===== config.mk =====
export PLATFORM = sky130hd
export DESIGN_NAME = mem_arbiter_flat
export DESIGN_NICKNAME = d
export VERILOG_FILES = /design/src/rtl/cpu_types_pkg.sv /design/src/rtl/mem_arbiter_if.sv /design/src/rtl/arb_timeout.sv /design/src/rtl/mem_arbiter.sv /design/src/flat_wrapper.sv
export SDC_FILE = /design/constraint.sdc
export NUM_CORES = 1
export LEC_CHECK = 0
export ABC_AREA = 1
export BUFFER_PORTS_ARGS = -buffer_cell sky130_fd_sc_hd__clkbuf_2
export CORE_AREA = 2 2 105 107
export CTS_BUF_LIST = sky130_fd_sc_hd__clkbuf_2
export DETAILED_ROUTE_END_ITERATION = 12
export DIE_AREA = 0 0 107 109
export PLACE_DENSITY_LB_ADDON = 0.08
export SLEW_MARGIN = 40
export SYNTH_ARGS = -nofsm -noshare
export SYNTH_HDL_FRONTEND = slang
export SYNTH_SLANG_ARGS = --single-unit

===== constraint.sdc =====
create_clock -name CLK -period 1.6 [get_ports CLK]
set_clock_uncertainty 0.15 [all_clocks]
set_input_delay 0 -clock CLK [delete_from_list [all_inputs] [get_ports CLK]]
set_output_delay 0 -clock CLK [all_outputs]
set_load 0.01 [all_outputs]

===== src/rtl/cpu_types_pkg.sv =====
// Shared CPU memory-side types: RAM handshake state, word type and arbiter FSM states.
package cpu_types_pkg;
  typedef logic [31:0] word_t;

  typedef enum logic [1:0] {FREE, BUSY, ACCESS, ERROR} ramstate_t;

  typedef enum logic [1:0] {IDLE, IGNT, DGNT} arb_state_t;

  // Watchdog counter width; kept at least 1 bit so tiny TIMEOUT values still elaborate.
  function automatic int cnt_width(input int timeout);
    return (timeout > 2) ? $clog2(timeout) : 1;
  endfunction
endpackage


===== src/rtl/mem_arbiter_if.sv =====
// Cache-side and RAM-side signals of the memory arbiter; slave = arbiter view, master = caches/RAM.
interface mem_arbiter_if;
  import cpu_types_pkg::*;

  // Handshake: a cache holds its REN/WEN until it sees its wait low for one cycle;
  // load data is valid only in that wait-low cycle. Dropping the request aborts it.
  logic      iREN, dREN, dWEN;
  word_t     iaddr, daddr, dstore;
  logic      iwait, dwait;
  word_t     iload, dload;
  logic      ramREN, ramWEN;
  word_t     ramaddr, ramstore, ramload;
  ramstate_t ramstate;
  logic      err;

  modport slave (
    input  iREN, dREN, dWEN, iaddr, daddr, dstore, ramload, ramstate,
    output iwait, dwait, iload, dload, ramREN, ramWEN, ramaddr, ramstore, err
  );

  modport master (
    output iREN, dREN, dWEN, iaddr, daddr, dstore, ramload, ramstate,
    input  iwait, dwait, iload, dload, ramREN, ramWEN, ramaddr, ramstore, err
  );
endinterface


===== src/rtl/arb_timeout.sv =====
// Saturating granted-cycle counter with a sticky error flag set when a grant expires.
module arb_timeout
  import cpu_types_pkg::*;
#(
  parameter int TIMEOUT = 64
) (
  input  logic CLK,
  input  logic nRST,
  input  logic clear,
  input  logic enable,
  output logic expired,
  output logic err
);
  localparam int CW = cnt_width(TIMEOUT);
  localparam logic [CW-1:0] LAST = CW'(TIMEOUT - 1);

  logic [CW-1:0] count;

  assign expired = (count == LAST);

  always_ff @(posedge CLK or negedge nRST) begin
    if (!nRST) begin
      count <= '0;
      err   <= 1'b0;
    end else begin
      if (enable && expired) err <= 1'b1;
      if (clear) count <= '0;
      else if (enable && !expired) count <= count + 1'b1;
    end
  end
endmodule


===== src/rtl/mem_arbiter.sv =====
// Single-port RAM arbiter for icache/dcache with alternating priority, withdrawal and watchdog.
module mem_arbiter
  import cpu_types_pkg::*;
#(
  parameter int TIMEOUT = 64
) (
  input  logic          CLK,
  input  logic          nRST,
  mem_arbiter_if.slave  bus,
  output arb_state_t    state
);
  arb_state_t next_state;
  logic last_d;
  logic req_i, req_d;
  logic done, abort, enable, clear, expired;

  assign req_i = bus.iREN;
  assign req_d = bus.dREN | bus.dWEN;

  arb_timeout #(.TIMEOUT(TIMEOUT)) u_timeout (
    .CLK     (CLK),
    .nRST    (nRST),
    .clear   (clear),
    .enable  (enable),
    .expired (expired),
    .err     (bus.err)
  );

  always_ff @(posedge CLK or negedge nRST) begin
    if (!nRST) begin
      state  <= IDLE;
      last_d <= 1'b0;
    end else begin
      state <= next_state;
      if (done || abort) last_d <= (state == DGNT);
    end
  end

  always_comb begin
    next_state   = state;
    done         = 1'b0;
    abort        = 1'b0;
    enable       = 1'b0;
    bus.iwait    = 1'b1;
    bus.dwait    = 1'b1;
    bus.iload    = '0;
    bus.dload    = '0;
    bus.ramREN   = 1'b0;
    bus.ramWEN   = 1'b0;
    bus.ramaddr  = '0;
    bus.ramstore = '0;
    case (state)
      IDLE: begin
        if (req_i && req_d) next_state = last_d ? IGNT : DGNT;
        else if (req_i)     next_state = IGNT;
        else if (req_d)     next_state = DGNT;
      end
      IGNT: begin
        // RAM port follows the live request so a withdrawal drops it this cycle.
        bus.ramREN  = req_i;
        bus.ramaddr = req_i ? bus.iaddr : '0;
        bus.iload   = bus.ramload;
        if (!req_i) begin
          next_state = IDLE;
        end else if (bus.ramstate == ACCESS) begin
          bus.iwait  = 1'b0;
          done       = 1'b1;
          next_state = IDLE;
        end else begin
          enable = 1'b1;
          if (expired) begin
            abort      = 1'b1;
            next_state = IDLE;
          end
        end
      end
      DGNT: begin
        bus.ramREN   = bus.dREN;
        bus.ramWEN   = bus.dWEN;
        bus.ramaddr  = req_d ? bus.daddr : '0;
        bus.ramstore = req_d ? bus.dstore : '0;
        bus.dload    = bus.ramload;
        if (!req_d) begin
          next_state = IDLE;
        end else if (bus.ramstate == ACCESS) begin
          bus.dwait  = 1'b0;
          done       = 1'b1;
          next_state = IDLE;
        end else begin
          enable = 1'b1;
          if (expired) begin
            abort      = 1'b1;
            next_state = IDLE;
          end
        end
      end
      default: next_state = IDLE;
    endcase
  end

  assign clear = (state == IDLE) || (next_state == IDLE);
endmodule


===== src/flat_wrapper.sv =====
// flat-port wrapper written by rule: the top's interface ports become plain ports
module mem_arbiter_flat import cpu_types_pkg::*;
#(
  parameter int TIMEOUT = 64
)
  (CLK, nRST, state, bus_iREN, bus_dREN, bus_dWEN, bus_iaddr, bus_daddr, bus_dstore, bus_ramload, bus_ramstate, bus_iwait, bus_dwait, bus_iload, bus_dload, bus_ramREN, bus_ramWEN, bus_ramaddr, bus_ramstore, bus_err);
  mem_arbiter_if bus_i ();
  input  logic CLK;
  input  logic nRST;
  output arb_state_t state;
  input wire logic [$bits(bus_i.iREN)-1:0] bus_iREN;
  input wire logic [$bits(bus_i.dREN)-1:0] bus_dREN;
  input wire logic [$bits(bus_i.dWEN)-1:0] bus_dWEN;
  input wire logic [$bits(bus_i.iaddr)-1:0] bus_iaddr;
  input wire logic [$bits(bus_i.daddr)-1:0] bus_daddr;
  input wire logic [$bits(bus_i.dstore)-1:0] bus_dstore;
  input wire logic [$bits(bus_i.ramload)-1:0] bus_ramload;
  input wire logic [$bits(bus_i.ramstate)-1:0] bus_ramstate;
  output wire logic [$bits(bus_i.iwait)-1:0] bus_iwait;
  output wire logic [$bits(bus_i.dwait)-1:0] bus_dwait;
  output wire logic [$bits(bus_i.iload)-1:0] bus_iload;
  output wire logic [$bits(bus_i.dload)-1:0] bus_dload;
  output wire logic [$bits(bus_i.ramREN)-1:0] bus_ramREN;
  output wire logic [$bits(bus_i.ramWEN)-1:0] bus_ramWEN;
  output wire logic [$bits(bus_i.ramaddr)-1:0] bus_ramaddr;
  output wire logic [$bits(bus_i.ramstore)-1:0] bus_ramstore;
  output wire logic [$bits(bus_i.err)-1:0] bus_err;
  assign bus_i.iREN = bus_iREN;
  assign bus_i.dREN = bus_dREN;
  assign bus_i.dWEN = bus_dWEN;
  assign bus_i.iaddr = bus_iaddr;
  assign bus_i.daddr = bus_daddr;
  assign bus_i.dstore = bus_dstore;
  assign bus_i.ramload = bus_ramload;
  assign bus_i.ramstate = bus_ramstate;
  assign bus_iwait = bus_i.iwait;
  assign bus_dwait = bus_i.dwait;
  assign bus_iload = bus_i.iload;
  assign bus_dload = bus_i.dload;
  assign bus_ramREN = bus_i.ramREN;
  assign bus_ramWEN = bus_i.ramWEN;
  assign bus_ramaddr = bus_i.ramaddr;
  assign bus_ramstore = bus_i.ramstore;
  assign bus_err = bus_i.err;
  mem_arbiter #(.TIMEOUT(TIMEOUT)) u_core (.CLK(CLK), .nRST(nRST), .bus(bus_i), .state(state));
endmodule

* Word level (Yosys, flattened, before mapping)
Index checks and enable logic that the tools add are counted.
** Cells by class
- Add/sub/neg operators :: 1
- Equality and inequality tests :: 4
- Mux-type cells :: 37
- Bitwise gates (word level) :: 1
- Reductions and logical operators :: 9
** Operator list (count)
- $mux 32 :: 6
- $pmux 32 s2 :: 1
- $mux 2 :: 8
- $mux 1 :: 15
- $mux 6 :: 2
- $pmux 1 s2 :: 4
- $add 6x1->6 const B :: 1
- $eq 6x6->1 const B :: 1
- $pmux 2 s3 :: 1
- $eq 2x2->1 const B :: 2
- $logic_not 2->1 :: 2
- $logic_and 1x1->1 :: 3
- $eq 2x1->1 const B :: 1
- $logic_or 1x1->1 :: 2
- $reduce_bool 2->1 :: 1
- $logic_not 1->1 :: 1
- $or 1x1->1 :: 1
** Storage, ports and cells
- Bits in registers :: 10
- Bits of input ports :: 135

* Depth between registers and ports, before layout
- Depth after elaboration :: 8
- Depth in mapped cells :: 11
- Gate-level depth less buffers :: 10

* By module
A second synthesis with hierarchy kept.
** Second synthesis, totals
- Cells, all modules :: 419
- Area total of the unflattened synthesis :: 2000.7 um^2
** By module, submodules not included
- mem_arbiter :: instances 1, cells an instance 364, area each 1567.8 um^2
- arb_timeout :: instances 1, cells an instance 55, area each 432.9 um^2

* Least setup slack after synthesis
OpenSTA, ideal clock, no wires.
- Path type :: flip-flop to flip-flop
- Start point :: register u_core.state[0]
- End point :: register u_core.u_timeout.count[2]
- Arrival :: 1.495 ns
- Setup slack :: -0.163 ns
- Cell stages (with the launch flop) :: 11
- Path buffers :: 1
- Period minus slack after synthesis :: 1.763 ns
- Path through :: dfrtp_1 > inv_1 > ha_1 > buf_6 > nand2_4 > nand2_4 > o21ai_4 > nor2_8 > a21o_1 > o21ai_1 > nor2_1
** On the way
- Word-level cells in the longest chain between the ends :: 7
- Elaborated cells between the ends (all ways) :: 17
- Those cells by class :: eq/ne (2); mux (10); reduce/logical (5)
** RTL lines
- start, declared :: RTL line mem_arbiter.sv:10 : output arb_state_t state
- start signal, assigned :: RTL line mem_arbiter.sv:34 : state <= next_state;
- $mux 2 (on tied branches) :: RTL line mem_arbiter.sv:71, mem_arbiter.sv:91, mem_arbiter.sv:56
- $mux 2 (on tied branches) :: RTL line mem_arbiter.sv:65, mem_arbiter.sv:55
- $mux 2 (on tied branches) :: RTL line mem_arbiter.sv:83, mem_arbiter.sv:54, mem_arbiter.sv:63
- $pmux 2 s3 :: RTL line mem_arbiter.sv:52 : case (state)
- $logic_not 2->1 :: RTL line mem_arbiter.sv:101 : assign clear = (state == IDLE) || (next_state == IDLE);
- $logic_or 1x1->1 :: RTL line mem_arbiter.sv:101
- $mux 6 or $reduce_bool 2->1 (tied branches)
- end signal, assigned :: RTL line arb_timeout.sv:28 : else if (enable && !expired) count <= count + 1'b1;
- end, declared :: RTL line arb_timeout.sv:17 : logic [CW-1:0] count;
Several ways; a longest one is shown, not always the timed one.
A chain may end at the register's enable or synchronous reset.

* Worst setup path after layout
- Start point :: register u_core.state[0]
- End point :: output port bus_ramaddr[1]
** On the way
- Word-level cells in the longest chain between the ends :: 2
- Elaborated cells between the ends (all ways) :: 3
- Those cells by class :: eq/ne (2); mux (1)
** RTL lines
- $eq 2x2->1 or $eq 2x1->1 (tied branches) :: RTL line mem_arbiter.sv:52
- $pmux 32 s2 * :: RTL line mem_arbiter.sv:52
- end, declared :: RTL line flat_wrapper.sv:25 : output wire logic [$bits(bus_i.ramaddr)-1:0] bus_ramaddr;
Mark *: on every way between the ends. The rest lies on a longest branch, timed or not.

==> results_dict.tcl <==
set metrics [dict create \
    nNetsFinal 842 \
    crit_chain "buf_4 > ha_4 > nand2_4 > inv_4 > bufbuf_16 > nand2_1 > a21oi_1 > buf_2" \
    worstSetupPathType "flop to primary output" \
    wl_per_cell_um 12.47 \
    place_hpwl_um 7898 \
    p_per_area_nw_per_um2 1477 \
    finalCritPeriodShare_pct 115.7 \
    async_flop_share_pct 100.0 \
    vias 3403 \
    timing.rr.end "u_core.u_timeout.count[2]" \
    cts_max_path_buffers 2 \
    synth_edf_count 0 \
    synth_top_area_share_pct 28.50 \
    hold_viol 0 \
    drt_wl_total_um 10490 \
    fin_cells 841 \
    holdPathEnd "u_core.state[1]" \
    grt_antenna_before_repair 0 \
    pwr-share-comb_pct 92.3 \
    cts_tree "built" \
    finalPower_w 0.006465 \
    violations "setup timing" \
    rsz0062_at_grt "true" \
    internal_power_w 0.003025 \
    die_h_um 109 \
    ys.flop_type "dfrtp_1" \
    drive_gt1_share_pct 57.49 \
    cpLargestDelayFamily "buffers and inverters" \
    die_x_um 107 \
    clkPwrFrac_pct 2.4 \
    num_antenna_cells 0 \
    start_util_pct 18.63 \
    max_stage_delay_ns 0.41 \
    worstPathRequired_ns 1.45 \
    syn2layout_area_growth_pct 121.5 \
    regArea_um2 251.5 \
    netlist.top_cell.by_area "nand2_1" \
    worstHoldPathType "primary input to flop" \
    yosysSeqAreaShare_pct 12.67 \
    dieArea_um2 11660 \
    drc 0 \
    drtIter0Drc 106 \
    startpoint "u_core.state[0]" \
    multi_input_area_um2 1499 \
    synth.distinct_cells 25 \
    seq_power_share_pct 5.3 \
    htreeDepth 1 \
    p_sw_share_pct 53.20 \
    p_leak_nw 3.006 \
    cp.arrival_ns 1.70 \
    n_fill_cell 1117 \
    cts-root-buf "clkbuf_2" \
    status "finished with violations" \
    crit_slowest_cell "dfrtp_1" \
    cp_max_fo 8 \
    tightest_slew_ns 0.5047 \
    grt_pass1_vias 3083 \
    reg2regPathDepth 9 \
    switching_power_w 0.003439 \
    min_period_ns 1.851 \
    numCtsBuffers 3 \
    critPathBufInv 4 \
    clock.fmax_mhz 540.3 \
    clk_pin_slew_ns 0.14 \
    yosysMostFrequentCell "nand2_1" \
    finalSetupViolCount 139 \
    coreArea_um2 10600 \
    ir_drop_mv 1.085 \
    maxCapViolCount 0 \
    netlist_top_cells_count "nand2_1 (150), inv_1 (116), nor2_1 (40), a21oi_1 (37)" \
    place_inst 814 \
    synth-warning-count 0 \
    dr.pass1.iters 4 \
    cp-start-kind "flop" \
    rows 38 \
    relSlewSlack_pct 66.24 \
    syn-instance-count 408 \
    grt_remaining_overflow 0 \
    place_congestion 0.7888 \
    regToRegSetupSlack_ns -0.21 \
    synth_nets 548 \
    min_from "bus_ramstate[0]" \
    grt_max_degree 33 \
    final_antenna_net_count 0 \
    grt_usage_pct 15.85 \
    io_buffers 269 \
    r2r-start "u_core.state[1]" \
    slew_violations 0 \
    netlist_area_um2 1976 \
    ios 270 \
    cp-end-kind "primary output" \
    grt_pass1_wl_um 14750 \
    cts.sinks 10 \
    min_path_cells 7 \
    timing.final.ws_setup_ns -0.2507 \
    synth-seq-cells 10 \
    clkLatencyLatePin_ns 0.27 \
    vias_per_cell 4.046 \
    yosys-top-cells-area "nand2_1 (28%), inv_1 (22%), dfrtp_1 (13%), a21oi_1 (9.4%), nor2_1 (7.6%)" \
    syn_area_per_cell_um2 4.842 \
]
-- final cells by class --
type	instances	area share (%)
Timing Repair Buffer	309	45.15
Multi-Input combinational cell	260	34.26
Inverter	118	10.41
Sequential cell	10	5.748
Tap cell	140	4.003
Clock buffer	3	0.3432
Clock inverter	1	0.08579
-- worst register-to-register path: cells and delay by family (launching register included) --
kind,cells,cell delay (ns)
compound gates,3,0.50
flops,1,0.44
buf+inv,1,0.12
simple gates,4,0.31
fa+ha+maj,1,0.18
-- power by group through the flow --
| stage | clock (W) | combinational [W] | sequential [W] |
|---|---|---|---|
| final | 0.000156 | 0.00597 | 0.000342 |
| after floorplan | 0 | 0.00262 | 0.000367 |
| after global placement | 0 | 0.00451 | 0.000356 |
| after detailed placement | 0 | 0.00448 | 0.000359 |
| after global routing | 0.000174 | 0.00647 | 0.000348 |
| after CTS | 0.000158 | 0.00539 | 0.000343 |
-- registers in the layout, indices dropped and copies added, names as in the netlist --
signal	cells
u_core.state	2
u_core.u_timeout.count	6
u_core.last_d	1
u_core.u_timeout.err	1
-- worst max-delay path by stage --
stage / end / slack (ns) / cells past startpoint
finish: bus_ramaddr[1] / -0.25 / 8
global placement: u_core.u_timeout.count[2] / -0.08 / 9
floorplan: u_core.u_timeout.count[2] / -0.13 / 10
CTS: bus_ramaddr[12] / -0.26 / 8
global route: bus_ramaddr[31] / -0.37 / 8
detailed placement: u_core.u_timeout.count[4] / -0.10 / 9
-- logic make-up (layout without fill, tap and decap cells) --
group,count (synthesis),count (layout),share of synthesized area [%]
flip-flops,10,10,12.67
AND/OR/NAND/NOR,209,209,43.82
adder cells (fa/ha/maj),5,5,3.167
XOR/XNOR,3,3,1.330
buffers and inverters,138,431,27.23
AO/OA/AOI/OAI,43,43,11.78
-- through the flow --
stage          cell area, um^2  util (%)  setup slack (ns)  hold WS (ns)  TNS [ns]
6_report                  4375     41.27           -0.2507       0.04994    -25.05
5_1_grt                   4375     41.27           -0.3692       0.06925    -42.17
4_1_cts                   4079     38.47           -0.2571       0.04202    -26.52
3_5_place_dp              3692     34.82           -0.1001       -0.2546    -2.073
3_3_place_gp              3692     34.82          -0.08347       -0.2553    -1.334
2_1_floorplan             2105         -           -0.1310       -0.4456   -0.6366
-- per-layer routing --
metal / track usage (%) / up-vias / share of wire (%)
met5: 0 / - / 0
met1: 15.39 / 1485 / 34
met4: 4.174 / 0 / 0.99
met3: 2.929 / 6 / 8.0
li1: - / 1742 / -
met2: 33.62 / 170 / 57
-- placed cells by master, fill, tap and decap left out, drive strengths merged, types with 3 or more instances in the layout --
cell type	instances
a21oi	37
buf	95
bufbuf	3
clkbuf	211
dfrtp	10
dlygate4sd3	3
ha	5
inv	118
nand2	158
nand3	3
nand4	4
nor2	43
o21ai	3
xor2	3
-- what timing repair did --
| action | 4_1_cts | 5_1_grt |
|---|---|---|
| cloned | 5 | 3 |
| endpoints found under the hold margin | 11 | 0 |
| setup buffers | 7 | 5 |
| hold buffers | 3 | 0 |
| gates resized for setup | 42 | 113 |
| setup endpoints to repair | 139 | 142 |
| pin swaps | 5 | 8 |
Power figures use the tool's default switching activity.
